## config.mk

```make
export PLATFORM = sky130hd
export DESIGN_NAME = buffer_if_id_ex_mem_flat
export DESIGN_NICKNAME = d
export VERILOG_FILES = /design/src/rtl/buffer_if_id_ex_mem_if.sv /design/src/rtl/buffer_if_id_ex_mem.sv /design/src/flat_wrapper.sv
export SDC_FILE = /design/constraint.sdc
export NUM_CORES = 1
export LEC_CHECK = 0
export BUFFER_PORTS_ARGS = -buffer_cell sky130_fd_sc_hd__buf_2
export CORE_AREA = 2 2 344 346
export DETAILED_ROUTE_END_ITERATION = 8
export DIE_AREA = 0 0 346 348
export SYNTH_ARGS = -nofsm -noshare
export SYNTH_HDL_FRONTEND = slang
export SYNTH_SLANG_ARGS = --single-unit
```

## constraint.sdc

```tcl
create_clock -name clk -period 0.85 [get_ports clk]
set_input_delay 0.0425 -clock clk [delete_from_list [all_inputs] [get_ports clk]]
set_output_delay 0.0425 -clock clk [all_outputs]
set_load 0.01 [all_outputs]
```

## src/rtl/buffer_if_id_ex_mem_if.sv

```systemverilog
// buffer_if_id_ex_mem_if: grouped IF/ID, ID/EX and EX/MEM pipeline register signals
interface buffer_if_id_ex_mem_if #(parameter int W = 32);
    // IF/ID stage
    logic [W-1:0] inst_if_i, inst_id_o;
    logic         halted_controller_if_i, halted_controller_id_o;
    // ID/EX stage words and fields
    logic [W-1:0] inst_addr_id_i, rs_data_id_i, rt_data_id_i, inst_id_out_i, imm_extend_id_i;
    logic [W-1:0] inst_addr_ex_o, rs_data_ex_o, rt_data_ex_o, inst_ex_in_o, imm_extend_ex_o;
    logic [5:0]   inst_50_id_i, inst_50_ex_o;
    logic [4:0]   inst_2016_id_i, inst_1511_id_i, inst_106_id_i, ALU_OP_id_i;
    logic [4:0]   inst_2016_ex_o, inst_1511_ex_o, inst_106_ex_o, ALU_OP_ex_o;
    logic [1:0]   destination_register_id_i, register_src_id_i;
    logic [1:0]   destination_register_ex_o, register_src_ex_o;
    logic [25:0]  jea_id_i, jea_ex_o;
    // ID/EX stage control bits
    logic is_nop_id_i, ALU_src_id_i, we_memory_id_i, register_write_id_i, branch_id_i;
    logic jump_id_i, jump_register_id_i, pc_enable_id_i, cache_input_type_id_i, we_cache_id_i;
    logic set_dirty_id_i, set_valid_id_i, memory_address_type_id_i, is_word_id_i, halted_controller_id_i;
    logic is_nop_ex_o, ALU_src_ex_o, we_memory_ex_o, register_write_ex_o, branch_ex_o;
    logic jump_ex_o, jump_register_ex_o, pc_enable_ex_o, cache_input_type_ex_o, we_cache_ex_o;
    logic set_dirty_ex_o, set_valid_ex_o, memory_address_type_ex_o, is_word_ex_o, halted_controller_ex_o;
    // EX/MEM stage words and fields
    logic [W-1:0] inst_addr_ex_i, inst_ex_out_i, ALU_result_ex_i, rt_data_ex_i, imm_extend_ex_i;
    logic [W-1:0] inst_addr_mem_o, inst_mem_in_o, ALU_result_mem_o, rt_data_mem_o, imm_extend_mem_o;
    logic [4:0]   rd_num_ex_i, rd_num_mem_o;
    logic [1:0]   register_src_ex_i, register_src_mem_o;
    // EX/MEM stage control bits
    logic register_write_ex_i, we_cache_ex_i, we_memory_ex_i, cache_input_type_ex_i, set_dirty_ex_i;
    logic set_valid_ex_i, memory_address_type_ex_i, is_word_ex_i, jump_register_ex_i, jump_ex_i;
    logic branch_ex_i, zero_ex_i, pc_enable_ex_i, is_nop_ex_i, halted_controller_ex_i;
    logic register_write_mem_o, we_cache_mem_o, we_memory_mem_o, cache_input_type_mem_o, set_dirty_mem_o;
    logic set_valid_mem_o, memory_address_type_mem_o, is_word_mem_o, jump_register_mem_o, jump_mem_o;
    logic branch_mem_o, zero_mem_o, pc_enable_mem_o, is_nop_mem_o, halted_controller_mem_o;

    modport slave (
        input  inst_if_i, halted_controller_if_i,
        output inst_id_o, halted_controller_id_o,
        input  inst_addr_id_i, rs_data_id_i, rt_data_id_i, inst_id_out_i, imm_extend_id_i,
        input  inst_50_id_i, inst_2016_id_i, inst_1511_id_i, inst_106_id_i, ALU_OP_id_i,
        input  destination_register_id_i, register_src_id_i, jea_id_i,
        input  is_nop_id_i, ALU_src_id_i, we_memory_id_i, register_write_id_i, branch_id_i,
        input  jump_id_i, jump_register_id_i, pc_enable_id_i, cache_input_type_id_i, we_cache_id_i,
        input  set_dirty_id_i, set_valid_id_i, memory_address_type_id_i, is_word_id_i, halted_controller_id_i,
        output inst_addr_ex_o, rs_data_ex_o, rt_data_ex_o, inst_ex_in_o, imm_extend_ex_o,
        output inst_50_ex_o, inst_2016_ex_o, inst_1511_ex_o, inst_106_ex_o, ALU_OP_ex_o,
        output destination_register_ex_o, register_src_ex_o, jea_ex_o,
        output is_nop_ex_o, ALU_src_ex_o, we_memory_ex_o, register_write_ex_o, branch_ex_o,
        output jump_ex_o, jump_register_ex_o, pc_enable_ex_o, cache_input_type_ex_o, we_cache_ex_o,
        output set_dirty_ex_o, set_valid_ex_o, memory_address_type_ex_o, is_word_ex_o, halted_controller_ex_o,
        input  inst_addr_ex_i, inst_ex_out_i, ALU_result_ex_i, rt_data_ex_i, imm_extend_ex_i,
        input  rd_num_ex_i, register_src_ex_i,
        input  register_write_ex_i, we_cache_ex_i, we_memory_ex_i, cache_input_type_ex_i, set_dirty_ex_i,
        input  set_valid_ex_i, memory_address_type_ex_i, is_word_ex_i, jump_register_ex_i, jump_ex_i,
        input  branch_ex_i, zero_ex_i, pc_enable_ex_i, is_nop_ex_i, halted_controller_ex_i,
        output inst_addr_mem_o, inst_mem_in_o, ALU_result_mem_o, rt_data_mem_o, imm_extend_mem_o,
        output rd_num_mem_o, register_src_mem_o,
        output register_write_mem_o, we_cache_mem_o, we_memory_mem_o, cache_input_type_mem_o, set_dirty_mem_o,
        output set_valid_mem_o, memory_address_type_mem_o, is_word_mem_o, jump_register_mem_o, jump_mem_o,
        output branch_mem_o, zero_mem_o, pc_enable_mem_o, is_nop_mem_o, halted_controller_mem_o
    );

    modport master (
        output inst_if_i, halted_controller_if_i,
        input  inst_id_o, halted_controller_id_o,
        output inst_addr_id_i, rs_data_id_i, rt_data_id_i, inst_id_out_i, imm_extend_id_i,
        output inst_50_id_i, inst_2016_id_i, inst_1511_id_i, inst_106_id_i, ALU_OP_id_i,
        output destination_register_id_i, register_src_id_i, jea_id_i,
        output is_nop_id_i, ALU_src_id_i, we_memory_id_i, register_write_id_i, branch_id_i,
        output jump_id_i, jump_register_id_i, pc_enable_id_i, cache_input_type_id_i, we_cache_id_i,
        output set_dirty_id_i, set_valid_id_i, memory_address_type_id_i, is_word_id_i, halted_controller_id_i,
        input  inst_addr_ex_o, rs_data_ex_o, rt_data_ex_o, inst_ex_in_o, imm_extend_ex_o,
        input  inst_50_ex_o, inst_2016_ex_o, inst_1511_ex_o, inst_106_ex_o, ALU_OP_ex_o,
        input  destination_register_ex_o, register_src_ex_o, jea_ex_o,
        input  is_nop_ex_o, ALU_src_ex_o, we_memory_ex_o, register_write_ex_o, branch_ex_o,
        input  jump_ex_o, jump_register_ex_o, pc_enable_ex_o, cache_input_type_ex_o, we_cache_ex_o,
        input  set_dirty_ex_o, set_valid_ex_o, memory_address_type_ex_o, is_word_ex_o, halted_controller_ex_o,
        output inst_addr_ex_i, inst_ex_out_i, ALU_result_ex_i, rt_data_ex_i, imm_extend_ex_i,
        output rd_num_ex_i, register_src_ex_i,
        output register_write_ex_i, we_cache_ex_i, we_memory_ex_i, cache_input_type_ex_i, set_dirty_ex_i,
        output set_valid_ex_i, memory_address_type_ex_i, is_word_ex_i, jump_register_ex_i, jump_ex_i,
        output branch_ex_i, zero_ex_i, pc_enable_ex_i, is_nop_ex_i, halted_controller_ex_i,
        input  inst_addr_mem_o, inst_mem_in_o, ALU_result_mem_o, rt_data_mem_o, imm_extend_mem_o,
        input  rd_num_mem_o, register_src_mem_o,
        input  register_write_mem_o, we_cache_mem_o, we_memory_mem_o, cache_input_type_mem_o, set_dirty_mem_o,
        input  set_valid_mem_o, memory_address_type_mem_o, is_word_mem_o, jump_register_mem_o, jump_mem_o,
        input  branch_mem_o, zero_mem_o, pc_enable_mem_o, is_nop_mem_o, halted_controller_mem_o
    );
endinterface

```

## src/rtl/buffer_if_id_ex_mem.sv

```systemverilog
// buffer_if_id_ex_mem: IF/ID, ID/EX and EX/MEM pipeline registers with common stall and sync reset
module buffer_if_id_ex_mem #(
    parameter int W = 32
) (
    input  logic                    clk,
    input  logic                    rst_b,
    input  logic                    lock,
    buffer_if_id_ex_mem_if.slave    bus
);
    // Each stage is one flat vector; is_nop sits at bit 0 of ID/EX and EX/MEM so the bubble reset value is just 1
    localparam int IFID_N  = W + 1;
    localparam int IDEX_N  = 5 * W + 71;
    localparam int EXMEM_N = 5 * W + 22;

    logic [IFID_N-1:0]  ifid_in, ifid_d, ifid_q;
    logic [IDEX_N-1:0]  idex_in, idex_d, idex_q;
    logic [EXMEM_N-1:0] exmem_in, exmem_d, exmem_q;

    assign ifid_in = {bus.inst_if_i, bus.halted_controller_if_i};

    assign idex_in = {bus.inst_addr_id_i, bus.rs_data_id_i, bus.rt_data_id_i, bus.inst_id_out_i, bus.imm_extend_id_i,
                      bus.inst_50_id_i, bus.inst_2016_id_i, bus.inst_1511_id_i, bus.inst_106_id_i, bus.ALU_OP_id_i,
                      bus.destination_register_id_i, bus.register_src_id_i, bus.jea_id_i,
                      bus.ALU_src_id_i, bus.we_memory_id_i, bus.register_write_id_i, bus.branch_id_i,
                      bus.jump_id_i, bus.jump_register_id_i, bus.pc_enable_id_i, bus.cache_input_type_id_i,
                      bus.we_cache_id_i, bus.set_dirty_id_i, bus.set_valid_id_i, bus.memory_address_type_id_i,
                      bus.is_word_id_i, bus.halted_controller_id_i, bus.is_nop_id_i};

    assign exmem_in = {bus.inst_addr_ex_i, bus.inst_ex_out_i, bus.ALU_result_ex_i, bus.rt_data_ex_i, bus.imm_extend_ex_i,
                       bus.rd_num_ex_i, bus.register_src_ex_i,
                       bus.register_write_ex_i, bus.we_cache_ex_i, bus.we_memory_ex_i, bus.cache_input_type_ex_i,
                       bus.set_dirty_ex_i, bus.set_valid_ex_i, bus.memory_address_type_ex_i, bus.is_word_ex_i,
                       bus.jump_register_ex_i, bus.jump_ex_i, bus.branch_ex_i, bus.zero_ex_i,
                       bus.pc_enable_ex_i, bus.halted_controller_ex_i, bus.is_nop_ex_i};

    // Stall holds all three stages together; otherwise every stage loads its inputs
    always_comb begin
        ifid_d  = lock ? ifid_q  : ifid_in;
        idex_d  = lock ? idex_q  : idex_in;
        exmem_d = lock ? exmem_q : exmem_in;
    end

    // Reset wins over stall and clears everything except the two is_nop bubble flags
    always_ff @(posedge clk) begin
        if (!rst_b) begin
            ifid_q  <= '0;
            idex_q  <= {{(IDEX_N-1){1'b0}}, 1'b1};
            exmem_q <= {{(EXMEM_N-1){1'b0}}, 1'b1};
        end else begin
            ifid_q  <= ifid_d;
            idex_q  <= idex_d;
            exmem_q <= exmem_d;
        end
    end

    assign {bus.inst_id_o, bus.halted_controller_id_o} = ifid_q;

    assign {bus.inst_addr_ex_o, bus.rs_data_ex_o, bus.rt_data_ex_o, bus.inst_ex_in_o, bus.imm_extend_ex_o,
            bus.inst_50_ex_o, bus.inst_2016_ex_o, bus.inst_1511_ex_o, bus.inst_106_ex_o, bus.ALU_OP_ex_o,
            bus.destination_register_ex_o, bus.register_src_ex_o, bus.jea_ex_o,
            bus.ALU_src_ex_o, bus.we_memory_ex_o, bus.register_write_ex_o, bus.branch_ex_o,
            bus.jump_ex_o, bus.jump_register_ex_o, bus.pc_enable_ex_o, bus.cache_input_type_ex_o,
            bus.we_cache_ex_o, bus.set_dirty_ex_o, bus.set_valid_ex_o, bus.memory_address_type_ex_o,
            bus.is_word_ex_o, bus.halted_controller_ex_o, bus.is_nop_ex_o} = idex_q;

    assign {bus.inst_addr_mem_o, bus.inst_mem_in_o, bus.ALU_result_mem_o, bus.rt_data_mem_o, bus.imm_extend_mem_o,
            bus.rd_num_mem_o, bus.register_src_mem_o,
            bus.register_write_mem_o, bus.we_cache_mem_o, bus.we_memory_mem_o, bus.cache_input_type_mem_o,
            bus.set_dirty_mem_o, bus.set_valid_mem_o, bus.memory_address_type_mem_o, bus.is_word_mem_o,
            bus.jump_register_mem_o, bus.jump_mem_o, bus.branch_mem_o, bus.zero_mem_o,
            bus.pc_enable_mem_o, bus.halted_controller_mem_o, bus.is_nop_mem_o} = exmem_q;
endmodule

```

## src/flat_wrapper.sv

```systemverilog
// flat-port wrapper written by rule: the top's interface ports become plain ports
module buffer_if_id_ex_mem_flat 
#(
    parameter int W = 32
)
  (clk, rst_b, lock, bus_inst_if_i, bus_halted_controller_if_i, bus_inst_id_o, bus_halted_controller_id_o, bus_inst_addr_id_i, bus_rs_data_id_i, bus_rt_data_id_i, bus_inst_id_out_i, bus_imm_extend_id_i, bus_inst_50_id_i, bus_inst_2016_id_i, bus_inst_1511_id_i, bus_inst_106_id_i, bus_ALU_OP_id_i, bus_destination_register_id_i, bus_register_src_id_i, bus_jea_id_i, bus_is_nop_id_i, bus_ALU_src_id_i, bus_we_memory_id_i, bus_register_write_id_i, bus_branch_id_i, bus_jump_id_i, bus_jump_register_id_i, bus_pc_enable_id_i, bus_cache_input_type_id_i, bus_we_cache_id_i, bus_set_dirty_id_i, bus_set_valid_id_i, bus_memory_address_type_id_i, bus_is_word_id_i, bus_halted_controller_id_i, bus_inst_addr_ex_o, bus_rs_data_ex_o, bus_rt_data_ex_o, bus_inst_ex_in_o, bus_imm_extend_ex_o, bus_inst_50_ex_o, bus_inst_2016_ex_o, bus_inst_1511_ex_o, bus_inst_106_ex_o, bus_ALU_OP_ex_o, bus_destination_register_ex_o, bus_register_src_ex_o, bus_jea_ex_o, bus_is_nop_ex_o, bus_ALU_src_ex_o, bus_we_memory_ex_o, bus_register_write_ex_o, bus_branch_ex_o, bus_jump_ex_o, bus_jump_register_ex_o, bus_pc_enable_ex_o, bus_cache_input_type_ex_o, bus_we_cache_ex_o, bus_set_dirty_ex_o, bus_set_valid_ex_o, bus_memory_address_type_ex_o, bus_is_word_ex_o, bus_halted_controller_ex_o, bus_inst_addr_ex_i, bus_inst_ex_out_i, bus_ALU_result_ex_i, bus_rt_data_ex_i, bus_imm_extend_ex_i, bus_rd_num_ex_i, bus_register_src_ex_i, bus_register_write_ex_i, bus_we_cache_ex_i, bus_we_memory_ex_i, bus_cache_input_type_ex_i, bus_set_dirty_ex_i, bus_set_valid_ex_i, bus_memory_address_type_ex_i, bus_is_word_ex_i, bus_jump_register_ex_i, bus_jump_ex_i, bus_branch_ex_i, bus_zero_ex_i, bus_pc_enable_ex_i, bus_is_nop_ex_i, bus_halted_controller_ex_i, bus_inst_addr_mem_o, bus_inst_mem_in_o, bus_ALU_result_mem_o, bus_rt_data_mem_o, bus_imm_extend_mem_o, bus_rd_num_mem_o, bus_register_src_mem_o, bus_register_write_mem_o, bus_we_cache_mem_o, bus_we_memory_mem_o, bus_cache_input_type_mem_o, bus_set_dirty_mem_o, bus_set_valid_mem_o, bus_memory_address_type_mem_o, bus_is_word_mem_o, bus_jump_register_mem_o, bus_jump_mem_o, bus_branch_mem_o, bus_zero_mem_o, bus_pc_enable_mem_o, bus_is_nop_mem_o, bus_halted_controller_mem_o);
  buffer_if_id_ex_mem_if #(.W(W)) bus_i ();
  input  logic clk;
  input  logic rst_b;
  input  logic lock;
  input wire logic [$bits(bus_i.inst_if_i)-1:0] bus_inst_if_i;
  input wire logic [$bits(bus_i.halted_controller_if_i)-1:0] bus_halted_controller_if_i;
  output wire logic [$bits(bus_i.inst_id_o)-1:0] bus_inst_id_o;
  output wire logic [$bits(bus_i.halted_controller_id_o)-1:0] bus_halted_controller_id_o;
  input wire logic [$bits(bus_i.inst_addr_id_i)-1:0] bus_inst_addr_id_i;
  input wire logic [$bits(bus_i.rs_data_id_i)-1:0] bus_rs_data_id_i;
  input wire logic [$bits(bus_i.rt_data_id_i)-1:0] bus_rt_data_id_i;
  input wire logic [$bits(bus_i.inst_id_out_i)-1:0] bus_inst_id_out_i;
  input wire logic [$bits(bus_i.imm_extend_id_i)-1:0] bus_imm_extend_id_i;
  input wire logic [$bits(bus_i.inst_50_id_i)-1:0] bus_inst_50_id_i;
  input wire logic [$bits(bus_i.inst_2016_id_i)-1:0] bus_inst_2016_id_i;
  input wire logic [$bits(bus_i.inst_1511_id_i)-1:0] bus_inst_1511_id_i;
  input wire logic [$bits(bus_i.inst_106_id_i)-1:0] bus_inst_106_id_i;
  input wire logic [$bits(bus_i.ALU_OP_id_i)-1:0] bus_ALU_OP_id_i;
  input wire logic [$bits(bus_i.destination_register_id_i)-1:0] bus_destination_register_id_i;
  input wire logic [$bits(bus_i.register_src_id_i)-1:0] bus_register_src_id_i;
  input wire logic [$bits(bus_i.jea_id_i)-1:0] bus_jea_id_i;
  input wire logic [$bits(bus_i.is_nop_id_i)-1:0] bus_is_nop_id_i;
  input wire logic [$bits(bus_i.ALU_src_id_i)-1:0] bus_ALU_src_id_i;
  input wire logic [$bits(bus_i.we_memory_id_i)-1:0] bus_we_memory_id_i;
  input wire logic [$bits(bus_i.register_write_id_i)-1:0] bus_register_write_id_i;
  input wire logic [$bits(bus_i.branch_id_i)-1:0] bus_branch_id_i;
  input wire logic [$bits(bus_i.jump_id_i)-1:0] bus_jump_id_i;
  input wire logic [$bits(bus_i.jump_register_id_i)-1:0] bus_jump_register_id_i;
  input wire logic [$bits(bus_i.pc_enable_id_i)-1:0] bus_pc_enable_id_i;
  input wire logic [$bits(bus_i.cache_input_type_id_i)-1:0] bus_cache_input_type_id_i;
  input wire logic [$bits(bus_i.we_cache_id_i)-1:0] bus_we_cache_id_i;
  input wire logic [$bits(bus_i.set_dirty_id_i)-1:0] bus_set_dirty_id_i;
  input wire logic [$bits(bus_i.set_valid_id_i)-1:0] bus_set_valid_id_i;
  input wire logic [$bits(bus_i.memory_address_type_id_i)-1:0] bus_memory_address_type_id_i;
  input wire logic [$bits(bus_i.is_word_id_i)-1:0] bus_is_word_id_i;
  input wire logic [$bits(bus_i.halted_controller_id_i)-1:0] bus_halted_controller_id_i;
  output wire logic [$bits(bus_i.inst_addr_ex_o)-1:0] bus_inst_addr_ex_o;
  output wire logic [$bits(bus_i.rs_data_ex_o)-1:0] bus_rs_data_ex_o;
  output wire logic [$bits(bus_i.rt_data_ex_o)-1:0] bus_rt_data_ex_o;
  output wire logic [$bits(bus_i.inst_ex_in_o)-1:0] bus_inst_ex_in_o;
  output wire logic [$bits(bus_i.imm_extend_ex_o)-1:0] bus_imm_extend_ex_o;
  output wire logic [$bits(bus_i.inst_50_ex_o)-1:0] bus_inst_50_ex_o;
  output wire logic [$bits(bus_i.inst_2016_ex_o)-1:0] bus_inst_2016_ex_o;
  output wire logic [$bits(bus_i.inst_1511_ex_o)-1:0] bus_inst_1511_ex_o;
  output wire logic [$bits(bus_i.inst_106_ex_o)-1:0] bus_inst_106_ex_o;
  output wire logic [$bits(bus_i.ALU_OP_ex_o)-1:0] bus_ALU_OP_ex_o;
  output wire logic [$bits(bus_i.destination_register_ex_o)-1:0] bus_destination_register_ex_o;
  output wire logic [$bits(bus_i.register_src_ex_o)-1:0] bus_register_src_ex_o;
  output wire logic [$bits(bus_i.jea_ex_o)-1:0] bus_jea_ex_o;
  output wire logic [$bits(bus_i.is_nop_ex_o)-1:0] bus_is_nop_ex_o;
  output wire logic [$bits(bus_i.ALU_src_ex_o)-1:0] bus_ALU_src_ex_o;
  output wire logic [$bits(bus_i.we_memory_ex_o)-1:0] bus_we_memory_ex_o;
  output wire logic [$bits(bus_i.register_write_ex_o)-1:0] bus_register_write_ex_o;
  output wire logic [$bits(bus_i.branch_ex_o)-1:0] bus_branch_ex_o;
  output wire logic [$bits(bus_i.jump_ex_o)-1:0] bus_jump_ex_o;
  output wire logic [$bits(bus_i.jump_register_ex_o)-1:0] bus_jump_register_ex_o;
  output wire logic [$bits(bus_i.pc_enable_ex_o)-1:0] bus_pc_enable_ex_o;
  output wire logic [$bits(bus_i.cache_input_type_ex_o)-1:0] bus_cache_input_type_ex_o;
  output wire logic [$bits(bus_i.we_cache_ex_o)-1:0] bus_we_cache_ex_o;
  output wire logic [$bits(bus_i.set_dirty_ex_o)-1:0] bus_set_dirty_ex_o;
  output wire logic [$bits(bus_i.set_valid_ex_o)-1:0] bus_set_valid_ex_o;
  output wire logic [$bits(bus_i.memory_address_type_ex_o)-1:0] bus_memory_address_type_ex_o;
  output wire logic [$bits(bus_i.is_word_ex_o)-1:0] bus_is_word_ex_o;
  output wire logic [$bits(bus_i.halted_controller_ex_o)-1:0] bus_halted_controller_ex_o;
  input wire logic [$bits(bus_i.inst_addr_ex_i)-1:0] bus_inst_addr_ex_i;
  input wire logic [$bits(bus_i.inst_ex_out_i)-1:0] bus_inst_ex_out_i;
  input wire logic [$bits(bus_i.ALU_result_ex_i)-1:0] bus_ALU_result_ex_i;
  input wire logic [$bits(bus_i.rt_data_ex_i)-1:0] bus_rt_data_ex_i;
  input wire logic [$bits(bus_i.imm_extend_ex_i)-1:0] bus_imm_extend_ex_i;
  input wire logic [$bits(bus_i.rd_num_ex_i)-1:0] bus_rd_num_ex_i;
  input wire logic [$bits(bus_i.register_src_ex_i)-1:0] bus_register_src_ex_i;
  input wire logic [$bits(bus_i.register_write_ex_i)-1:0] bus_register_write_ex_i;
  input wire logic [$bits(bus_i.we_cache_ex_i)-1:0] bus_we_cache_ex_i;
  input wire logic [$bits(bus_i.we_memory_ex_i)-1:0] bus_we_memory_ex_i;
  input wire logic [$bits(bus_i.cache_input_type_ex_i)-1:0] bus_cache_input_type_ex_i;
  input wire logic [$bits(bus_i.set_dirty_ex_i)-1:0] bus_set_dirty_ex_i;
  input wire logic [$bits(bus_i.set_valid_ex_i)-1:0] bus_set_valid_ex_i;
  input wire logic [$bits(bus_i.memory_address_type_ex_i)-1:0] bus_memory_address_type_ex_i;
  input wire logic [$bits(bus_i.is_word_ex_i)-1:0] bus_is_word_ex_i;
  input wire logic [$bits(bus_i.jump_register_ex_i)-1:0] bus_jump_register_ex_i;
  input wire logic [$bits(bus_i.jump_ex_i)-1:0] bus_jump_ex_i;
  input wire logic [$bits(bus_i.branch_ex_i)-1:0] bus_branch_ex_i;
  input wire logic [$bits(bus_i.zero_ex_i)-1:0] bus_zero_ex_i;
  input wire logic [$bits(bus_i.pc_enable_ex_i)-1:0] bus_pc_enable_ex_i;
  input wire logic [$bits(bus_i.is_nop_ex_i)-1:0] bus_is_nop_ex_i;
  input wire logic [$bits(bus_i.halted_controller_ex_i)-1:0] bus_halted_controller_ex_i;
  output wire logic [$bits(bus_i.inst_addr_mem_o)-1:0] bus_inst_addr_mem_o;
  output wire logic [$bits(bus_i.inst_mem_in_o)-1:0] bus_inst_mem_in_o;
  output wire logic [$bits(bus_i.ALU_result_mem_o)-1:0] bus_ALU_result_mem_o;
  output wire logic [$bits(bus_i.rt_data_mem_o)-1:0] bus_rt_data_mem_o;
  output wire logic [$bits(bus_i.imm_extend_mem_o)-1:0] bus_imm_extend_mem_o;
  output wire logic [$bits(bus_i.rd_num_mem_o)-1:0] bus_rd_num_mem_o;
  output wire logic [$bits(bus_i.register_src_mem_o)-1:0] bus_register_src_mem_o;
  output wire logic [$bits(bus_i.register_write_mem_o)-1:0] bus_register_write_mem_o;
  output wire logic [$bits(bus_i.we_cache_mem_o)-1:0] bus_we_cache_mem_o;
  output wire logic [$bits(bus_i.we_memory_mem_o)-1:0] bus_we_memory_mem_o;
  output wire logic [$bits(bus_i.cache_input_type_mem_o)-1:0] bus_cache_input_type_mem_o;
  output wire logic [$bits(bus_i.set_dirty_mem_o)-1:0] bus_set_dirty_mem_o;
  output wire logic [$bits(bus_i.set_valid_mem_o)-1:0] bus_set_valid_mem_o;
  output wire logic [$bits(bus_i.memory_address_type_mem_o)-1:0] bus_memory_address_type_mem_o;
  output wire logic [$bits(bus_i.is_word_mem_o)-1:0] bus_is_word_mem_o;
  output wire logic [$bits(bus_i.jump_register_mem_o)-1:0] bus_jump_register_mem_o;
  output wire logic [$bits(bus_i.jump_mem_o)-1:0] bus_jump_mem_o;
  output wire logic [$bits(bus_i.branch_mem_o)-1:0] bus_branch_mem_o;
  output wire logic [$bits(bus_i.zero_mem_o)-1:0] bus_zero_mem_o;
  output wire logic [$bits(bus_i.pc_enable_mem_o)-1:0] bus_pc_enable_mem_o;
  output wire logic [$bits(bus_i.is_nop_mem_o)-1:0] bus_is_nop_mem_o;
  output wire logic [$bits(bus_i.halted_controller_mem_o)-1:0] bus_halted_controller_mem_o;
  assign bus_i.inst_if_i = bus_inst_if_i;
  assign bus_i.halted_controller_if_i = bus_halted_controller_if_i;
  assign bus_inst_id_o = bus_i.inst_id_o;
  assign bus_halted_controller_id_o = bus_i.halted_controller_id_o;
  assign bus_i.inst_addr_id_i = bus_inst_addr_id_i;
  assign bus_i.rs_data_id_i = bus_rs_data_id_i;
  assign bus_i.rt_data_id_i = bus_rt_data_id_i;
  assign bus_i.inst_id_out_i = bus_inst_id_out_i;
  assign bus_i.imm_extend_id_i = bus_imm_extend_id_i;
  assign bus_i.inst_50_id_i = bus_inst_50_id_i;
  assign bus_i.inst_2016_id_i = bus_inst_2016_id_i;
  assign bus_i.inst_1511_id_i = bus_inst_1511_id_i;
  assign bus_i.inst_106_id_i = bus_inst_106_id_i;
  assign bus_i.ALU_OP_id_i = bus_ALU_OP_id_i;
  assign bus_i.destination_register_id_i = bus_destination_register_id_i;
  assign bus_i.register_src_id_i = bus_register_src_id_i;
  assign bus_i.jea_id_i = bus_jea_id_i;
  assign bus_i.is_nop_id_i = bus_is_nop_id_i;
  assign bus_i.ALU_src_id_i = bus_ALU_src_id_i;
  assign bus_i.we_memory_id_i = bus_we_memory_id_i;
  assign bus_i.register_write_id_i = bus_register_write_id_i;
  assign bus_i.branch_id_i = bus_branch_id_i;
  assign bus_i.jump_id_i = bus_jump_id_i;
  assign bus_i.jump_register_id_i = bus_jump_register_id_i;
  assign bus_i.pc_enable_id_i = bus_pc_enable_id_i;
  assign bus_i.cache_input_type_id_i = bus_cache_input_type_id_i;
  assign bus_i.we_cache_id_i = bus_we_cache_id_i;
  assign bus_i.set_dirty_id_i = bus_set_dirty_id_i;
  assign bus_i.set_valid_id_i = bus_set_valid_id_i;
  assign bus_i.memory_address_type_id_i = bus_memory_address_type_id_i;
  assign bus_i.is_word_id_i = bus_is_word_id_i;
  assign bus_i.halted_controller_id_i = bus_halted_controller_id_i;
  assign bus_inst_addr_ex_o = bus_i.inst_addr_ex_o;
  assign bus_rs_data_ex_o = bus_i.rs_data_ex_o;
  assign bus_rt_data_ex_o = bus_i.rt_data_ex_o;
  assign bus_inst_ex_in_o = bus_i.inst_ex_in_o;
  assign bus_imm_extend_ex_o = bus_i.imm_extend_ex_o;
  assign bus_inst_50_ex_o = bus_i.inst_50_ex_o;
  assign bus_inst_2016_ex_o = bus_i.inst_2016_ex_o;
  assign bus_inst_1511_ex_o = bus_i.inst_1511_ex_o;
  assign bus_inst_106_ex_o = bus_i.inst_106_ex_o;
  assign bus_ALU_OP_ex_o = bus_i.ALU_OP_ex_o;
  assign bus_destination_register_ex_o = bus_i.destination_register_ex_o;
  assign bus_register_src_ex_o = bus_i.register_src_ex_o;
  assign bus_jea_ex_o = bus_i.jea_ex_o;
  assign bus_is_nop_ex_o = bus_i.is_nop_ex_o;
  assign bus_ALU_src_ex_o = bus_i.ALU_src_ex_o;
  assign bus_we_memory_ex_o = bus_i.we_memory_ex_o;
  assign bus_register_write_ex_o = bus_i.register_write_ex_o;
  assign bus_branch_ex_o = bus_i.branch_ex_o;
  assign bus_jump_ex_o = bus_i.jump_ex_o;
  assign bus_jump_register_ex_o = bus_i.jump_register_ex_o;
  assign bus_pc_enable_ex_o = bus_i.pc_enable_ex_o;
  assign bus_cache_input_type_ex_o = bus_i.cache_input_type_ex_o;
  assign bus_we_cache_ex_o = bus_i.we_cache_ex_o;
  assign bus_set_dirty_ex_o = bus_i.set_dirty_ex_o;
  assign bus_set_valid_ex_o = bus_i.set_valid_ex_o;
  assign bus_memory_address_type_ex_o = bus_i.memory_address_type_ex_o;
  assign bus_is_word_ex_o = bus_i.is_word_ex_o;
  assign bus_halted_controller_ex_o = bus_i.halted_controller_ex_o;
  assign bus_i.inst_addr_ex_i = bus_inst_addr_ex_i;
  assign bus_i.inst_ex_out_i = bus_inst_ex_out_i;
  assign bus_i.ALU_result_ex_i = bus_ALU_result_ex_i;
  assign bus_i.rt_data_ex_i = bus_rt_data_ex_i;
  assign bus_i.imm_extend_ex_i = bus_imm_extend_ex_i;
  assign bus_i.rd_num_ex_i = bus_rd_num_ex_i;
  assign bus_i.register_src_ex_i = bus_register_src_ex_i;
  assign bus_i.register_write_ex_i = bus_register_write_ex_i;
  assign bus_i.we_cache_ex_i = bus_we_cache_ex_i;
  assign bus_i.we_memory_ex_i = bus_we_memory_ex_i;
  assign bus_i.cache_input_type_ex_i = bus_cache_input_type_ex_i;
  assign bus_i.set_dirty_ex_i = bus_set_dirty_ex_i;
  assign bus_i.set_valid_ex_i = bus_set_valid_ex_i;
  assign bus_i.memory_address_type_ex_i = bus_memory_address_type_ex_i;
  assign bus_i.is_word_ex_i = bus_is_word_ex_i;
  assign bus_i.jump_register_ex_i = bus_jump_register_ex_i;
  assign bus_i.jump_ex_i = bus_jump_ex_i;
  assign bus_i.branch_ex_i = bus_branch_ex_i;
  assign bus_i.zero_ex_i = bus_zero_ex_i;
  assign bus_i.pc_enable_ex_i = bus_pc_enable_ex_i;
  assign bus_i.is_nop_ex_i = bus_is_nop_ex_i;
  assign bus_i.halted_controller_ex_i = bus_halted_controller_ex_i;
  assign bus_inst_addr_mem_o = bus_i.inst_addr_mem_o;
  assign bus_inst_mem_in_o = bus_i.inst_mem_in_o;
  assign bus_ALU_result_mem_o = bus_i.ALU_result_mem_o;
  assign bus_rt_data_mem_o = bus_i.rt_data_mem_o;
  assign bus_imm_extend_mem_o = bus_i.imm_extend_mem_o;
  assign bus_rd_num_mem_o = bus_i.rd_num_mem_o;
  assign bus_register_src_mem_o = bus_i.register_src_mem_o;
  assign bus_register_write_mem_o = bus_i.register_write_mem_o;
  assign bus_we_cache_mem_o = bus_i.we_cache_mem_o;
  assign bus_we_memory_mem_o = bus_i.we_memory_mem_o;
  assign bus_cache_input_type_mem_o = bus_i.cache_input_type_mem_o;
  assign bus_set_dirty_mem_o = bus_i.set_dirty_mem_o;
  assign bus_set_valid_mem_o = bus_i.set_valid_mem_o;
  assign bus_memory_address_type_mem_o = bus_i.memory_address_type_mem_o;
  assign bus_is_word_mem_o = bus_i.is_word_mem_o;
  assign bus_jump_register_mem_o = bus_i.jump_register_mem_o;
  assign bus_jump_mem_o = bus_i.jump_mem_o;
  assign bus_branch_mem_o = bus_i.branch_mem_o;
  assign bus_zero_mem_o = bus_i.zero_mem_o;
  assign bus_pc_enable_mem_o = bus_i.pc_enable_mem_o;
  assign bus_is_nop_mem_o = bus_i.is_nop_mem_o;
  assign bus_halted_controller_mem_o = bus_i.halted_controller_mem_o;
  buffer_if_id_ex_mem #(.W(W)) u_core (.clk(clk), .rst_b(rst_b), .lock(lock), .bus(bus_i));
endmodule
```

---- Word-level counts from Yosys, hierarchy flattened ----
Cells that the tools add are included.
word-level totals
  flip-flop bits (word level) ............. 446
  bits in latches ......................... 0
  RAM bits ................................ 0
  bits in read-only memories .............. 0
  input port bits ......................... 449
  output and inout bits ................... 446
  logic and storage cells ................. 3
  memories ................................ 0
cells by class
  $add $sub $neg .......................... 0
  multiply operators ...................... 0
  divide/modulo/power cells ............... 0
  magnitude comparators ................... 0
  equality and inequality tests ........... 0
  shift operators ......................... 0
  muxes and demuxes ....................... 0
  bitwise logic cells ..................... 0
  reduce and logical (&&, ||, !) cells .... 0

---- Longest topological paths before layout ----
Gate-level depths: netlist of the first run.
  depth after elaboration ................. 0
  depth in mapped cells ................... 5
  mapped depth without buffers ............ 2

---- Worst setup path before layout of the first run ----
Ideal clock, no wire load.
  path type ............................... input port to flip-flop
  start point ............................. in lock
  end point ............................... reg u_core.exmem_q[0]
  library setup time ...................... 0.124 ns
  arrival time ............................ 0.707 ns
  required time ........................... 0.726 ns
  setup slack ............................. 0.018 ns
  cell stages on the path ................. 5
  path buffers ............................ 3
  cells stage by stage .................... buf_6 -> buf_8 -> buf_12 -> mux2i_1 -> nand2_1
RTL lines
  element               line                       source
  start, declared       flat_wrapper.sv:10         input logic lock;
  end signal, assigned  buffer_if_id_ex_mem.sv:48  exmem_q <= {{(EXMEM_N-1){1'b0}}, 1'b1};
  end signal, assigned  buffer_if_id_ex_mem.sv:52  exmem_q <= exmem_d;
  end, declared         buffer_if_id_ex_mem.sv:17  logic [EXMEM_N-1:0] exmem_in, exmem_d, exmem_q;

---- Worst setup path in the final report of the first run ----
  start point ............................. reg u_core.exmem_q[130]
  end point ............................... out bus_inst_mem_in_o[12]
RTL lines
  element        line                source
  end, declared  flat_wrapper.sv:94  output wire logic [$bits(bus_i.inst_mem_in_o)-1:0] bus_inst_mem_in_o;
No word-level cell between the ends.

==> results_dict.tcl, run 1 <==
set metrics [dict create \
    status "finished with violations" \
    failed_checks "hold timing, setup timing" \
    ys_ff_latch 446 \
    critPathKind "register to primary output" \
    yosysUniqueCellTypes 10 \
    numClockSinks 446 \
    grt_util_all_layers_pct 10.5 \
    clk_transition_reported_paths_ns 0.06 \
    place_worst_setup_slack_ns -0.258 \
    seq_area_frac_synth_pct 51.4 \
    total_die_area_um2 120000 \
    critPathBufInv 1 \
    first_global_vias 17418 \
    drv_slew 0 \
    postRouteAntennaNets 0 \
    timing_hold_violations_final 50 \
    ctsLongestPathBuffers 3 \
    vias 15958 \
    synth_largest_type_area_fraction_pct 51.4 \
    detailed_place_hpwl_um 43400 \
    timing.clock.skew_ns 0 \
    finalWorstPathRequiredPeriod_ns 1.16 \
    cp_cell_sequence "buf_6" \
    rrSetupSlack_ns -0.02 \
    finalSetupViolations 472 \
    timing.reg2reg.worst_path_depth 4 \
    worst_reg2reg_endpoint "u_core.idex_q[37]" \
    hold_ws_ns -0.240 \
    synthesis.area_um2 17400 \
    synth_largest_area_cell "sky130_fd_sc_hd__dfxtp_1" \
    worst_r2r_startpoint "u_core.idex_q[37]" \
    initial_utilization_pct 14.8 \
    crit_end_element "primary output" \
    worst-path-max-fanout 2 \
    detail_route.drc_violations 0 \
    core_area_um2 117000 \
    grt_start_max_net_pins 44 \
    ctsHtreeMaxLevel 2 \
    grt_setup_unrepaired "true" \
    final_nets 3331 \
    io-pin-count 895 \
    ctsRootBufferMaster "sky130_fd_sc_hd__clkbuf_16" \
    cts_inserted_buffers 52 \
    worst_setup_path_start_kind "register" \
    place.gp.congestion 0.824 \
    wire_per_inst_um 15.2 \
    cp-endpoint "bus_inst_mem_in_o[12]" \
    synth.yosys.warnings 0 \
    hold_path_class "input port to register" \
    worst_ir_drop_vdd_uv 1210 \
    critPathTopFamily "flip-flops" \
    synth.avg_cell_area_um2 12.1 \
    vias_per_cell 3.58 \
    cpPeakStageDelay_ns 0.39 \
    syn-instance-count 1438 \
    netlist_top_cells_area "sky130_fd_sc_hd__dfxtp_1 (51%), sky130_fd_sc_hd__mux2i_1 (26%), sky130_fd_sc_hd__nor2b_1 (16%), sky130_fd_sc_hd__buf_12 (5.5%), sky130_fd_sc_hd__clkbuf_1 (0.95%)" \
    finalSetupTns_ns -113.45 \
    worst_ep_required_time_ns 0.81 \
    postSynthNetCount 1887 \
    areaGrowthSynthToFinish_pct 92.6 \
    crit_slowest_cell "sky130_fd_sc_hd__dfxtp_4" \
    globalRouteOverflowTotal 0 \
    num_rows 126 \
    worstPathArrival_ns 1.12 \
    portBuffers 894 \
    finalCritPeriodShare_pct 136 \
    max_freq_ghz 0.864 \
    horizontal_die_dimension_um 346 \
    drt_pass1_iterations 4 \
    grt_first_pass_wirelength_um 100000 \
    total_power_w 0.0554 \
    drtIter0Drc 596 \
    die_h_um 348 \
    slew_headroom_pct 58.6 \
    antenna_found_initial 5 \
    insertion_delay_ns 0.61 \
    power.static_leakage_nw 15.2 \
    timing.final.ws_setup_ns -0.308 \
    cts_tree "yes" \
    drt_wl_total_um 67900 \
    post_dp_cell_area_um2 23400 \
    worst_setup_path_startpoint "u_core.exmem_q[130]" \
    power_density_nw_per_um2 1660 \
    design_area_um2 33400 \
    path_depth 1 \
    post_route_cells_drive_above_1_share_pct 53.4 \
    max-cap-violations 0 \
    tightest_slew_ns 0.618 \
]
[where the power goes]
part | internal [W] | switching (W) | total, W | leakage (nW)
combinational | 0.00634 | 0.00390 | 0.0102 | 10.6
clock | 0.0124 | 0.00934 | 0.0218 | 0.789
sequential | 0.0224 | 0.00103 | 0.0234 | 3.85
total | 0.0412 | 0.0143 | 0.0554 | 15.2
[cell usage in the layout (no fill, tap or decap)]
cell type,synthesis,final
sky130_fd_sc_hd__nand2_1,2,2
sky130_fd_sc_hd__clkinv_8,0,1
sky130_fd_sc_hd__mux2i_1,446,446
sky130_fd_sc_hd__buf_6,1,448
sky130_fd_sc_hd__nor2b_1,444,444
sky130_fd_sc_hd__clkinvlp_4,0,2
sky130_fd_sc_hd__dlygate4sd3_1,0,451
sky130_fd_sc_hd__diode_2,0,3
sky130_fd_sc_hd__clkbuf_1,44,16
sky130_fd_sc_hd__clkbuf_8,0,6
sky130_fd_sc_hd__clkbuf_16,0,52
sky130_fd_sc_hd__buf_4,0,127
sky130_fd_sc_hd__inv_16,0,1
sky130_fd_sc_hd__inv_6,0,3
sky130_fd_sc_hd__buf_12,48,16
sky130_fd_sc_hd__dfxtp_2,0,421
sky130_fd_sc_hd__buf_8,1,2
sky130_fd_sc_hd__clkinv_2,0,7
sky130_fd_sc_hd__dfxtp_4,0,25
sky130_fd_sc_hd__buf_2,4,446
sky130_fd_sc_hd__bufinv_16,0,2
[cells in the mapped netlist]
cell / count
sky130_fd_sc_hd__buf_8: 1
sky130_fd_sc_hd__clkbuf_1: 44
sky130_fd_sc_hd__buf_6: 1
sky130_fd_sc_hd__clkbuf_2: 2
sky130_fd_sc_hd__buf_12: 48
sky130_fd_sc_hd__buf_2: 4
sky130_fd_sc_hd__mux2i_1: 446
sky130_fd_sc_hd__nor2b_1: 444
sky130_fd_sc_hd__dfxtp_1: 446
sky130_fd_sc_hd__nand2_1: 2
[per-layer routing]
metal  up-vias  track usage [%]  routed length (um)
li1       7659                -                   -
met1      7478             11.5               26400
met2       658             18.5               33700
met3       161             2.98                4450
met4         2             5.47                3290
met5         -                0                  13
[worst min-delay path by stage]
stage                    start                  end  cells after the start
2_1_floorplan  bus_is_nop_ex_i    u_core.exmem_q[0]                      2
3_3_place_gp   bus_is_nop_ex_i    u_core.exmem_q[0]                      3
3_5_place_dp   bus_is_nop_id_i     u_core.idex_q[0]                      3
4_1_cts                  rst_b    u_core.idex_q[92]                      2
5_1_grt                  rst_b  u_core.exmem_q[159]                      2
6_report                 rst_b    u_core.idex_q[92]                      2
[layout make-up]
cell class | instances | area, um^2
tap | 1536 | 1920
clock buffer | 74 | 1440
multi-input combinational | 892 | 7250
timing repair buffer | 1490 | 13100
antenna | 3 | 7.51
clock inverter | 16 | 173
fill | 11566 | 83500
sequential | 446 | 9550
[metrics by stage]
stage	std cells	utilization, %
finish	4457	28.6
global route	4456	28.6
CTS	4404	28.2
detailed placement	3850	20.0
global placement	3850	20.0
floorplan	1438	-
[logic make-up (layout without fill, tap and decap cells)]
kind of cell | count (synthesis) | in the layout | share of synthesized area [%]
buffers and inverters | 100 | 1580 | 6.81
flip-flops | 446 | 446 | 51.4
multiplexers | 446 | 446 | 25.7
other | 0 | 3 | 0
AND/OR/NAND/NOR | 446 | 446 | 16.0
[sequential cells by signal (all words and copies together), names as in the netlist]
register	flops
u_core.idex_q	231
u_core.exmem_q	182
u_core.ifid_q	33
[timing repair]
action,CTS,global route
hold endpoints to repair,446,151
pin swaps,0,0
hold buffers,451,4
resized for setup,973,6
setup buffers,13,51
setup endpoints to repair,446,719
(Power assumes the default switching activity.)
==> run 2: changes to the inputs <==
--- a/config.mk
+++ b/config.mk
@@ -5,10 +5,12 @@
 export SDC_FILE = /design/constraint.sdc
 export NUM_CORES = 1
 export LEC_CHECK = 0
-export BUFFER_PORTS_ARGS = -buffer_cell sky130_fd_sc_hd__buf_2
-export CORE_AREA = 2 2 344 346
+export ABC_AREA = 1
+export CORE_AREA = 2 2 347 349
 export DETAILED_ROUTE_END_ITERATION = 8
-export DIE_AREA = 0 0 346 348
+export DIE_AREA = 0 0 349 351
+export DONT_BUFFER_PORTS = 1
+export SKIP_CTS_REPAIR_TIMING = 1
 export SYNTH_ARGS = -nofsm -noshare
 export SYNTH_HDL_FRONTEND = slang
 export SYNTH_SLANG_ARGS = --single-unit
==> run 2 against run 1 <==
Net effect: the flow finishes with violations (hold timing, slew limit, setup timing); fmax shrank 74%; routed wire length grew 1.8%; synthesized cell count grew 96%; largest power group unchanged.
==> results_dict.tcl, run 2 <==
set metrics [dict create \
    status "finished with violations" \
    failed_checks "hold timing, slew limit, setup timing" \
    top_regs "u_core.idex_q x231, u_core.exmem_q x182, u_core.ifid_q x33" \
    ctsRootBufferMaster "sky130_fd_sc_hd__clkbuf_16" \
    netlist_top_cells_area "sky130_fd_sc_hd__dfxtp_1 (48%), sky130_fd_sc_hd__nand2_1 (18%), sky130_fd_sc_hd__nor2_1 (18%), sky130_fd_sc_hd__inv_1 (8.9%), sky130_fd_sc_hd__buf_6 (6.0%)" \
    crit_end_element "register" \
    cells_after_dpl 4484 \
    critPathTopFamily "simple AND/OR/NAND/NOR gates" \
    critPathBufInv 1 \
    slew_headroom_pct -283 \
    seq_area_frac_synth_pct 47.7 \
    crit_slowest_cell "sky130_fd_sc_hd__nor2_1" \
    wire_per_inst_um 13.3 \
    worst-path-max-fanout 891 \
    fillers 12346 \
    globalRouteOverflowTotal 0 \
    power.static_leakage_nw 14.7 \
    die_h_um 351 \
    postRouteAntennaNets 0 \
    synth.yosys.warnings 0 \
    synthesis.area_um2 18700 \
    most-common-layout-cells "sky130_fd_sc_hd__nand2_1 (892), sky130_fd_sc_hd__nor2_1 (888), sky130_fd_sc_hd__dlygate4sd3_1 (589), sky130_fd_sc_hd__inv_1 (445), sky130_fd_sc_hd__dfxtp_2 (415)" \
    timing.clock.skew_ns 0 \
    flip_flop_count_of_the_largest_register_after_layout 231 \
    grt_start_max_net_pins 892 \
    most_common_cell_in_the_netlist "sky130_fd_sc_hd__nand2_1" \
    finalSetupViolations 892 \
    grt_util_all_layers_pct 8.46 \
    antenna_found_initial 20 \
    vias_per_cell 3.66 \
    critical_path.most_common_cell "sky130_fd_sc_hd__nor2_1" \
    drtIter0Drc 1540 \
    first_global_vias 14060 \
    total_die_area_um2 122000 \
    critPathKind "input port to register" \
    timing_hold_violations_final 280 \
    clk_transition_reported_paths_ns 0.06 \
    drt_pass1_iterations 7 \
    cp_cell_sequence "nor2_1 > dlygate4sd3_1 > nor2_1" \
    worst_setup_path_start_kind "input port" \
    worstPathArrival_ns 4.86 \
    vias 18985 \
    mostFrequentLayoutCell "sky130_fd_sc_hd__nand2_1" \
    synth_largest_type_area_fraction_pct 47.7 \
    portBuffers 0 \
    final_nets 4043 \
    ctsHtreeMaxLevel 2 \
    synth.avg_cell_area_um2 6.63 \
    stdcell_count 5194 \
    hold_ws_ns -0.426 \
    cpPeakStageDelay_ns 1.36 \
    synth_largest_area_cell "sky130_fd_sc_hd__dfxtp_1" \
    tightest_slew_ns 5.75 \
    detailed_place_hpwl_um 40400 \
    horizontal_die_dimension_um 349 \
    place.gp.congestion 0.808 \
    max_freq_ghz 0.228 \
    io-pin-count 895 \
    asyncSetResetFlopFracSynth_pct 0 \
    core_area_um2 119000 \
    yosysUniqueCellTypes 8 \
    power_density_nw_per_um2 1800 \
    cts_inserted_buffers 52 \
    synth-edff-count 0 \
    drv_slew 793 \
    grt_setup_unrepaired "true" \
    cts_tree "yes" \
    postSynthNetCount 3271 \
    grt_first_pass_wirelength_um 80500 \
    numClockSinks 446 \
    insertion_delay_ns 0.62 \
    initial_utilization_pct 15.7 \
    reg_with_most_ffs "u_core.idex_q" \
    timing.final.ws_setup_ns -3.53 \
    hold_path_class "input port to register" \
    max-cap-violations 0 \
    worst_ep_required_time_ns 1.34 \
    synth-main-ff-cell "sky130_fd_sc_hd__dfxtp_1" \
    finalWorstPathRequiredPeriod_ns 4.38 \
    post_route_cells_drive_above_1_share_pct 22.0 \
    detail_route.drc_violations 0 \
    drt_wl_total_um 69100 \
    synth.top_cells.by_count "sky130_fd_sc_hd__nand2_1 (892), sky130_fd_sc_hd__nor2_1 (888), sky130_fd_sc_hd__dfxtp_1 (446), sky130_fd_sc_hd__inv_1 (445), sky130_fd_sc_hd__buf_6 (99)" \
    ctsLongestPathBuffers 3 \
    total_power_w 0.0547 \
    worst_ir_drop_vdd_uv 1470 \
    areaGrowthSynthToFinish_pct 62.7 \
    num_rows 127 \
    syn-instance-count 2822 \
    finalCritPeriodShare_pct 515 \
    ys_ff_latch 446 \
]
-- run 2: cell count changes in the layout (fill, tap and decap cells not counted), sizes merged, moves of 5 or more --
cell,previous run,this run
mux2i,446,0
clkinv,8,3
diode,3,12
nand2,2,892
inv,4,448
nor2b,444,0
buf,1039,278
dlygate4sd3,451,589
clkbuf,74,82
nor2,0,888
-- run 2: where the power goes --
part / internal, W / switching, W / leakage (nW)
Sequential: 0.0227 / 0.00146 / 3.84
Clock: 0.0129 / 0.00933 / 0.796
Combinational: 0.00501 / 0.00334 / 10.1
Total: 0.0406 / 0.0141 / 14.7
-- run 2: worst paths after layout --
kind,start,cells past startpoint,slack (ns),end
worst max-delay path,lock,3,-3.53,u_core.exmem_q[28]
worst min-delay path,rst_b,2,-0.43,u_core.exmem_q[148]
worst max register to register,u_core.idex_q[208],5,-0.07,u_core.idex_q[208]
worst min register to register,u_core.exmem_q[54],4,0.51,u_core.exmem_q[54]
-- run 2: worst register-to-register path: cells and delay by family, from the launching register on --
kind	cells	cell delay, ns
buffers and inverters	2	0.17
and+or+nand+nor	3	0.29
DFF	1	0.32
-- run 2: cell type report --
| class | count | area, um^2 | share of cell area [%] |
|---|---|---|---|
| Inverter | 445 | 1670 | 5.49 |
| Antenna cell | 12 | 30.0 | 0.0986 |
| Clock buffer | 82 | 1530 | 5.01 |
| Sequential cell | 446 | 9560 | 31.4 |
| Tap cell | 1548 | 1940 | 6.36 |
| Clock inverter | 12 | 131 | 0.432 |
| Timing Repair Buffer | 867 | 8890 | 29.2 |
| Multi-Input combinational cell | 1782 | 6690 | 22.0 |
-- run 2: cell families (layout without fill, tap and decap cells) --
logic type	count (synthesis)	after routing	synth area share [%]
flops	446	446	47.7
simple gates	1782	1782	35.8
other cells	0	12	0
buf+inv	594	1406	16.5
-- run 2: layer usage --
layer	wire [um]	global-route usage (%)	up-vias	part of all wire, %
li1	-	-	9506	-
met3	6660	4.06	218	9.6
met2	34200	14.3	874	50
met1	25000	8.85	8387	36
met4	3160	3.89	0	4.6
met5	0	0.157	-	0
-- run 2: stage by stage --
stage                     worst slack [ns]  utilization [%]  TNS, ns  cell area [um^2]
after CTS                           -0.501             19.2  -137.20             22900
after global placement             -0.0403             17.8  -0.0403             21200
after floorplan                      0.127                -        0             18700
after global routing                -0.369             25.6  -120.27             30400
after detailed placement           -0.0469             17.8   -0.357             21200
final                                -3.53             25.6  -708.42             30400
==> run 3: changes to the inputs <==
--- a/config.mk
+++ b/config.mk
@@ -6,10 +6,12 @@
 export NUM_CORES = 1
 export LEC_CHECK = 0
 export ABC_AREA = 1
-export CORE_AREA = 2 2 347 349
+export CORE_AREA = 5 5 350 352
+export CTS_BUF_LIST = sky130_fd_sc_hd__clkbuf_2
 export DETAILED_ROUTE_END_ITERATION = 8
-export DIE_AREA = 0 0 349 351
+export DIE_AREA = 0 0 355 357
 export DONT_BUFFER_PORTS = 1
+export GPL_ROUTABILITY_DRIVEN = 0
 export SKIP_CTS_REPAIR_TIMING = 1
 export SYNTH_ARGS = -nofsm -noshare
 export SYNTH_HDL_FRONTEND = slang
==> run 3 against run 2 <==
Net effect: the flow still finishes with violations (hold timing, slew limit, setup timing); sequential power about the same; fmax decreased by 8.0%; sequential share of layout area is 2.7 points lower; clock-buffer cell count is 103 higher; largest power group unchanged; largest cell class is now buffers; routed wire length rose by 15%; total power shrank 7.1%.
==> results_dict.tcl, run 3 (synthesized netlist as in run 2, its figures left out) <==
set metrics [dict create \
    cell_internal_pwr_w 0.0354 \
    worst_ir_drop_vdd_uv 942 \
    drtIter0Drc 1777 \
    insertion_delay_ns 1.31 \
    switching_share_pct 30.3 \
    globalRouteOverflowTotal 0 \
    drv_slew 757 \
    post_route_cells_drive_above_1_share_pct 24.0 \
    failed_checks "hold timing, slew limit, setup timing" \
    worst-path-max-fanout 891 \
    post_dp_cell_area_um2 21700 \
    crit_end_element "register" \
    most-common-layout-cells "sky130_fd_sc_hd__nand2_1 (892), sky130_fd_sc_hd__nor2_1 (888), sky130_fd_sc_hd__dlygate4sd3_1 (864), sky130_fd_sc_hd__inv_1 (445), sky130_fd_sc_hd__dfxtp_2 (405)" \
    finalSetupViolations 798 \
    finalWorstPathRequiredPeriod_ns 4.76 \
    ctsRootBufferMaster "sky130_fd_sc_hd__clkbuf_2" \
    status "finished with violations" \
    finalCritPeriodShare_pct 560 \
    max-cap-violations 0 \
    worst_ep_required_time_ns 2.07 \
    mostFrequentLayoutCell "sky130_fd_sc_hd__nand2_1" \
    hold_ws_ns -1.13 \
    timing.clock.skew_ns 0 \
    worst_setup_path_start_kind "input port" \
    ctsHtreeMaxLevel 4 \
    detail_route.drc_violations 0 \
    flip_flop_count_of_the_largest_register_after_layout 231 \
    numClockSinks 446 \
    grt_setup_unrepaired "true" \
    postRouteAntennaNets 0 \
    share_seq_of_total_power_pct 47.4 \
    first_global_vias 15121 \
    initial_utilization_pct 15.7 \
    final_nets 4449 \
    combinationalPowerShare_pct 20.0 \
    power_density_nw_per_um2 1520 \
    antenna_found_initial 6 \
    cts_inserted_buffers 130 \
    net-switching-power_w 0.0154 \
    clkPwrFrac_pct 32.6 \
    horizontal_die_dimension_um 355 \
    max_freq_ghz 0.210 \
    total_die_area_um2 127000 \
    rrSetupSlack_ns -0.15 \
    core_area_um2 119000 \
    grt_start_max_net_pins 892 \
    fillers 11983 \
    grt_util_all_layers_pct 8.62 \
    die_h_um 357 \
    top_regs "u_core.idex_q x231, u_core.exmem_q x182, u_core.ifid_q x33" \
    portBuffers 0 \
    vias_per_cell 3.78 \
    num_rows 127 \
    reg_with_most_ffs "u_core.idex_q" \
    critPathKind "input port to register" \
    detailed_place_hpwl_um 41600 \
    worstPathArrival_ns 5.98 \
    worst_setup_path_startpoint "lock" \
    timing_hold_violations_final 446 \
    wire_per_inst_um 14.1 \
    total_power_w 0.0508 \
    drt_pass1_iterations 6 \
    hold_start "bus_inst_if_i[29]" \
    hold_path_class "input port to register" \
    cts_tree "yes" \
    clk_transition_reported_paths_ns 0.09 \
    timing.final.ws_setup_ns -3.91 \
    design_area_um2 33400 \
    slew_headroom_pct -351 \
    areaGrowthSynthToFinish_pct 78.3 \
    worst_r2r_startpoint "u_core.exmem_q[141]" \
    vias 21361 \
    tightest_slew_ns 6.77 \
    grt_first_pass_wirelength_um 85800 \
    ctsLongestPathBuffers 3 \
    fin_util_pct 28.0 \
    drt_wl_total_um 79500 \
    io-pin-count 895 \
    power.static_leakage_nw 16.7 \
]
==> run 3: power groups by stage <==
stage | registers, W | logic [W] | clock network [W]
floorplan | 0.0243 | 0.00381 | 0
global placement | 0.0240 | 0.00531 | 0
detailed placement | 0.0240 | 0.00543 | 0
CTS | 0.0235 | 0.00545 | 0.0173
global route | 0.0243 | 0.0105 | 0.0187
finish | 0.0241 | 0.0102 | 0.0166
==> run 3: stage by stage <==
stage	hold WS (ns)	instances	setup TNS (ns)	setup slack, ns
6_report	-1.13	5653	-1138.01	-3.91
5_1_grt	-1.46	5650	-562.44	-1.36
4_1_cts	-1.55	4774	-587.37	-1.51
3_5_place_dp	0.179	4552	-2.22	-0.0975
3_3_place_gp	0.173	4552	-0.721	-0.116
2_1_floorplan	0.156	2822	0	0.127
==> run 3: worst paths after layout <==
check	to	cells after the start
worst max-delay path	u_core.exmem_q[123]	5
worst min register to register	u_core.exmem_q[62]	4
worst max register to register	u_core.exmem_q[141]	4
worst min-delay path	u_core.ifid_q[30]	2
==> run 3: layout make-up <==
class                           count  area [um^2]  area share (%)
Clock inverter                     37          234           0.702
Multi-Input combinational cell   1782         6690            20.1
Clock buffer                      185          926            2.78
Timing Repair Buffer             1195        12300            36.8
Inverter                          445         1670            5.01
Sequential cell                   446         9590            28.8
Antenna cell                       15         37.5           0.113
Tap cell                         1548         1940            5.81
==> run 3: worst max-delay path, cell delays in order <==
cell and delay [ns]:
sky130_fd_sc_hd__nor2_1 1.39, sky130_fd_sc_hd__dlygate4sd3_1 0.66, sky130_fd_sc_hd__buf_4 0.11, sky130_fd_sc_hd__dlygate4sd3_1 0.60, sky130_fd_sc_hd__nor2_1 0.06
==> run 3: routing by layer <==
| metal | GRT usage (%) | vias up | part of all wire (%) |
|---|---|---|---|
| li1 | - | 10379 | - |
| met1 | 8.91 | 9647 | 34 |
| met2 | 14.9 | 1053 | 52 |
| met3 | 3.94 | 282 | 9.2 |
| met4 | 4.04 | 0 | 4.6 |
| met5 | 0 | - | 0 |
